**config.mk**
```make
export PLATFORM = sky130hd
export DESIGN_NAME = sha256_job_arbiter
export DESIGN_NICKNAME = d
export VERILOG_FILES = /design/src/rtl/sha256_job_arbiter.sv
export SDC_FILE = /design/constraint.sdc
export NUM_CORES = 1
export LEC_CHECK = 0
export BUFFER_PORTS_ARGS = -buffer_cell sky130_fd_sc_hd__clkbuf_2
export CAP_MARGIN = 5
export CORE_UTILIZATION = 55
export DETAILED_ROUTE_END_ITERATION = 7
export GPL_TIMING_DRIVEN = 1
export PLACE_DENSITY = 0.88
export SYNTH_ARGS = -nofsm -noshare
export SYNTH_HDL_FRONTEND = slang
export SYNTH_SLANG_ARGS = --single-unit
```
**constraint.sdc**
```tcl
create_clock -name clk -period 3.61 [get_ports clk]
set_input_delay 0.361 -clock clk [delete_from_list [all_inputs] [get_ports clk]]
set_output_delay 0.361 -clock clk [all_outputs]
set_load 0.01 [all_outputs]
```
**src/rtl/sha256_job_arbiter.sv**
```systemverilog
// Round-robin arbiter sharing one SHA-256 core among NUM_REQ requesters,
// with per-job timeout and abort handling.
module sha256_job_arbiter #(
  parameter int NUM_REQ = 4,
  parameter int TIMEOUT = 4096
) (
  input  logic                  clk,
  input  logic                  reset,
  input  logic [NUM_REQ-1:0]    req_valid,
  input  logic [NUM_REQ*16-1:0] req_msg_addr,
  input  logic [NUM_REQ*16-1:0] req_out_addr,
  output logic [NUM_REQ-1:0]    req_ready,
  output logic [NUM_REQ-1:0]    rsp_done,
  output logic [NUM_REQ-1:0]    rsp_err,
  output logic                  core_start,
  output logic [15:0]           core_message_addr,
  output logic [15:0]           core_output_addr,
  input  logic                  core_done,
  output logic                  busy,
  output logic [2:0]            owner
);

  typedef enum logic [2:0] {IDLE, LAUNCH, WAIT_BUSY, WAIT_DONE, COMPLETE, ABORT} state_t;

  localparam logic [3:0]         NREQ     = 4'(NUM_REQ);
  localparam logic [15:0]        TMO_LAST = 16'(TIMEOUT - 1);
  localparam logic [NUM_REQ-1:0] ONE      = {{(NUM_REQ-1){1'b0}}, 1'b1};

  state_t             state;
  logic [2:0]         rr_ptr;
  logic [15:0]        timer, timer_inc;
  logic [NUM_REQ-1:0] rot;
  logic               grant_vld;
  logic [3:0]         gsum;
  logic [2:0]         grant;
  logic [15:0]        msg_sel, out_sel;
  logic [3:0]         own_inc;
  logic [2:0]         next_ptr;
  logic               timeout_hit;

  // Rotate so bit 0 is rr_ptr; the lowest set bit of the rotated vector wins.
  always_comb begin
    rot       = NUM_REQ'({req_valid, req_valid} >> rr_ptr);
    grant_vld = 1'b0;
    gsum      = '0;
    for (int k = NUM_REQ - 1; k >= 0; k--) begin
      if (rot[k]) begin
        grant_vld = 1'b1;
        gsum      = {1'b0, rr_ptr} + 4'(k);
      end
    end
    if (gsum >= NREQ) gsum = gsum - NREQ;
    grant = gsum[2:0];
  end

  always_comb begin
    msg_sel = '0;
    out_sel = '0;
    for (int k = 0; k < NUM_REQ; k++) begin
      if (grant == 3'(k)) begin
        msg_sel = req_msg_addr[16*k +: 16];
        out_sel = req_out_addr[16*k +: 16];
      end
    end
  end

  assign own_inc     = {1'b0, owner} + 4'd1;
  assign next_ptr    = (own_inc == NREQ) ? 3'd0 : own_inc[2:0];
  assign timer_inc   = (timer == 16'hFFFF) ? timer : timer + 16'd1;
  assign timeout_hit = (timer_inc >= TMO_LAST);

  // Handshake must be same-cycle, so ready is decoded from the state register.
  assign req_ready = (state == IDLE && core_done && grant_vld && !reset) ? (ONE << grant) : '0;
  assign busy      = (state != IDLE);

  always_ff @(posedge clk) begin
    if (reset) begin
      state             <= IDLE;
      rr_ptr            <= '0;
      owner             <= '0;
      timer             <= '0;
      core_start        <= 1'b0;
      rsp_done          <= '0;
      rsp_err           <= '0;
      core_message_addr <= '0;
      core_output_addr  <= '0;
    end else begin
      core_start <= 1'b0;
      rsp_done   <= '0;
      rsp_err    <= '0;
      case (state)
        IDLE: if (core_done && grant_vld) begin
          owner             <= grant;
          core_message_addr <= msg_sel;
          core_output_addr  <= out_sel;
          core_start        <= 1'b1;
          state             <= LAUNCH;
        end
        LAUNCH: begin
          timer <= '0;
          state <= WAIT_BUSY;
        end
        // The core's done is high while idle; wait to see it drop before trusting a rise.
        WAIT_BUSY: begin
          timer <= timer_inc;
          if (!core_done) state <= WAIT_DONE;
          else if (timeout_hit) begin
            rsp_done <= ONE << owner;
            rsp_err  <= ONE << owner;
            state    <= ABORT;
          end
        end
        WAIT_DONE: begin
          timer <= timer_inc;
          if (core_done) begin
            rsp_done <= ONE << owner;
            state    <= COMPLETE;
          end else if (timeout_hit) begin
            rsp_done <= ONE << owner;
            rsp_err  <= ONE << owner;
            state    <= ABORT;
          end
        end
        COMPLETE: begin
          rr_ptr <= next_ptr;
          state  <= IDLE;
        end
        ABORT: if (core_done) begin
          rr_ptr <= next_ptr;
          state  <= IDLE;
        end
        default: state <= IDLE;
      endcase
    end
  end

endmodule

```
==> results.md <==
- Final ANT Viol Nets: 0
- First-pass GRT wire length: roughly 27000 um
- Clk_skew: between 0.01 and 0.015 ns
- Register area share after synthesis: 0.256
- Worst-path maximum fanout: 22
- Leading area contributor after synthesis: dfxtp_1
- Fill count: between 700 and 800
- Max-slew violation count: 0
- Synth Area in Compound Gates: 0.384
- Total grt overflow: 0
- Post-CTS setup buffer count: 0
- Yosys cell types: 71
- Worst Tran Pin Value: between 1 and 1.5 ns
- Vias per inst: roughly 6.7
- Fin crit period: ~3.5 ns
- EDFF count, synth: 0
- Most frequent cells in the layout: 183 x clkbuf_2, 64 x dfxtp_1, 44 x nand3_1
- Setup CP Type: flop to primary output
- Clock transition at path regs: about 0.080 ns
- Layout cells sized above 1: 0.447
- Post-layout power: about 2400 uW
- Largest net degree at the start of global routing: 36
- DRC violations left: 0
- Initial Utilization: 0.579
- Synth-to-layout area growth: 24.3%
- Leak: around 0.0026 uW
- Reg2reg start: rr_ptr[0]$_SDFFE_PP0P_
- Final hold violations: 0
- Period utilization: 0.959
- Syn_nets: approximately 720
- Syn. warnings: 0
- Chip width: 98.8 um
- # setup viols final: 0
- Total CTS buffers: 9
- Combinational family with the most area after synthesis: compound AO/OA/AOI/OAI gates
- Worst r2r dst: core_output_addr[2]$_SDFFE_PP0P_
- CTS tree: yes
- CP startpoint: rr_ptr[0]$_SDFFE_PP0P_
- CTS root buf: clkbuf_8
- Most common cell after layout, fill and taps aside: clkbuf_2
- F_max: 0.289 GHz
- Combinational share of power: 0.311
- Synth area leaders: dfxtp_1 26%, a2bb2oi_2 8.2%, o211ai_2 6.8%, mux2_2 6.8%, a32oi_1 5.6%
- Post-synthesis adder-cell area fraction: 0.0282
- Met2 WL post-DR: slightly above 8000 um
- Num ports: 184
- H-tree depth: 3
- # Max-Cap Violations: 0
- RSZ-0062 raised after global routing: no
- Clk_lat worst skew: ~0.35 ns
- Diode count: 0
- Relative slew slack: 0.228
- Register-to-register setup slack: around 0.42 ns
- Gate Count Post-Synth: between 500 and 600
- Mapped Area: ~5000 sq um
- Post-Synth XOR/XNOR Area: 0.00680
- #FFs+latches synth: 66
- Pwr dens: around 370 nW/um^2
- Row cnt: 34
- GPL Wtd Cong: 1.00
- CTS Sinks: 66
- Avg WL per Cell: approximately 20 um
- Vias in the first global route: 5528
- Cell-internal power: 1570 uW
- Status: finished, final reports clean
- Min-delay src: req_msg_addr[49]
- Post-synthesis mux area share: 0.0930
- Post_cts resized: 0
- Die ar.: 9760 sq um
- Sequential Power Share: 0.354
- Arrival time at the worst endpoint: 3.10 ns
- Overall routed net length: about 17000 um
- Final nets: 870
- HPWL after DPL: approximately 12000 um
- Post-route setup TNS: 0 ns
- Hold path depth: 3
- DR pass1 iterations: 5
- CP Capture Type: primary output
- CTS Buffer Depth: 2
- Top FF cell, synth: dfxtp_1
- Gr usage total: 0.344
- Clock share of power: 0.336
- Routed vias: about 5600
- Post-Synth Simple-Gate Area: 0.175
- Hold buffers post-CTS: 0
- Hold crit path type: input pin to flop
- Max VDD drop: ~0.00023 V
- Highest metal used: met4
- Sw Share: 0.339
- Hold endpoint: core_message_addr[1]$_SDFFE_PP0P_
- Async S/R FF share, synth: 0
- Metal3 WL: roughly 1200 um
- Die Span Y: ~99 um
- Worst setup SP type: flop
- Initial antenna violation count: 0
- Worst Reg-to-Reg Cells: 9
- Switch Pwr: approximately 800 uW
- Number of buffers added on ports: about 180
- Critical Path RT: about 3.3 ns
- Core area: roughly 8900 sq um
- 1st-iter DRT viols: between 300 and 400
- Post-synthesis area per instance: ~9.0 sq um
- Synth top area share: 0.256
- Sequential Area: roughly 1300 sq um
- WL met1: approximately 6500 um
- Area taken by multi-input logic gates: around 3600 sq um
layer usage:
layer,GRT usage,vias up
met5,0,-
li1,-,2575
met4,0.227,0
met3,0.0695,83
met2,0.543,322
met1,0.425,2655
critical path, stage by stage, from the launching register on:
cell	delay, ns
dfxtp_4	0.51
buf_4	0.29
mux2i_1	0.30
o22ai_2	0.15
and3_1	0.22
o31a_1	0.30
or3b_2	0.49
buf_4	0.21
nor2_1	0.12
clkbuf_2	0.15
per-stage QoR:
stage	setup slack [ns]	area (sq um)	std cells	util	hold slack, ns
after floorplan	0.822	5150	572	-	0.438
after global placement	0.438	6140	822	0.691	0.470
after detailed placement	0.371	6140	822	0.691	0.475
after CTS	0.00463	6390	838	0.719	0.236
after global routing	0.0165	6400	838	0.720	0.251
final	0.146	6400	838	0.720	0.241
final cells by class:
class / count / share of cell area
clock inverter: 7 / 0.0195
multi-input combinational: 441 / 0.562
inverter: 10 / 0.00586
clock buffer: 9 / 0.0193
sequential: 66 / 0.207
timing repair buffer: 197 / 0.165
tap: 108 / 0.0211
synthesized netlist by cell type, types with 4 or more instances:
master and count:
a2bb2oi_2 28, mux2i_1 7, and2_1 4, nor2_1 35
o211ai_2 28, o21ai_0 12, nand4_1 5, and3_1 10
clkbuf_1 39, nand3_1 44, a31oi_1 6, nand2_1 23
buf_2 10, a32oi_1 33, o211ai_1 5, inv_1 8
a22oi_1 35, nand2b_1 5, nor3_1 9, a21oi_1 25
a2bb2oi_1 4, dfxtp_1 66, nor2b_1 10, a211oi_1 7
mux2_2 31, ha_1 10, a311oi_1 4
kinds of logic (layout without fill, tap and decap cells):
family | Yosys count | after routing
AOI/OAI and AO/OA | 214 | 214
xor gates and xnor gates | 4 | 4
adders and majority gates | 12 | 12
buffers and inverters | 65 | 223
DFF | 66 | 66
muxes | 42 | 42
and+or+nand+nor | 169 | 169
registers in the layout (all words and copies together) (netlist names), 3 cells and up:
| name | cells |
|---|---|
| core_output_addr | 16 |
| rsp_done | 4 |
| state | 3 |
| timer | 16 |
| rr_ptr | 3 |
| core_message_addr | 16 |
| rsp_err | 4 |
| owner | 3 |
power groups by stage:
stage          clock network (uW)  registers [uW]  logic (uW)
5_1_grt                       839             848         793
4_1_cts                       804             839         727
6_report                      798             841         738
2_1_floorplan                   0             859         456
3_3_place_gp                    0             854         703
3_5_place_dp                    0             856         723
worst max-delay path by stage:
stage,slack (ns),depth (start not counted),endpoint
2_1_floorplan,0.82,8,req_ready[0]
3_3_place_gp,0.44,8,req_ready[2]
3_5_place_dp,0.37,9,core_output_addr[2]$_SDFFE_PP0P_
4_1_cts,0.005,8,req_ready[2]
5_1_grt,0.02,9,req_ready[1]
6_report,0.15,9,req_ready[1]
(Power assumes the default switching activity.)
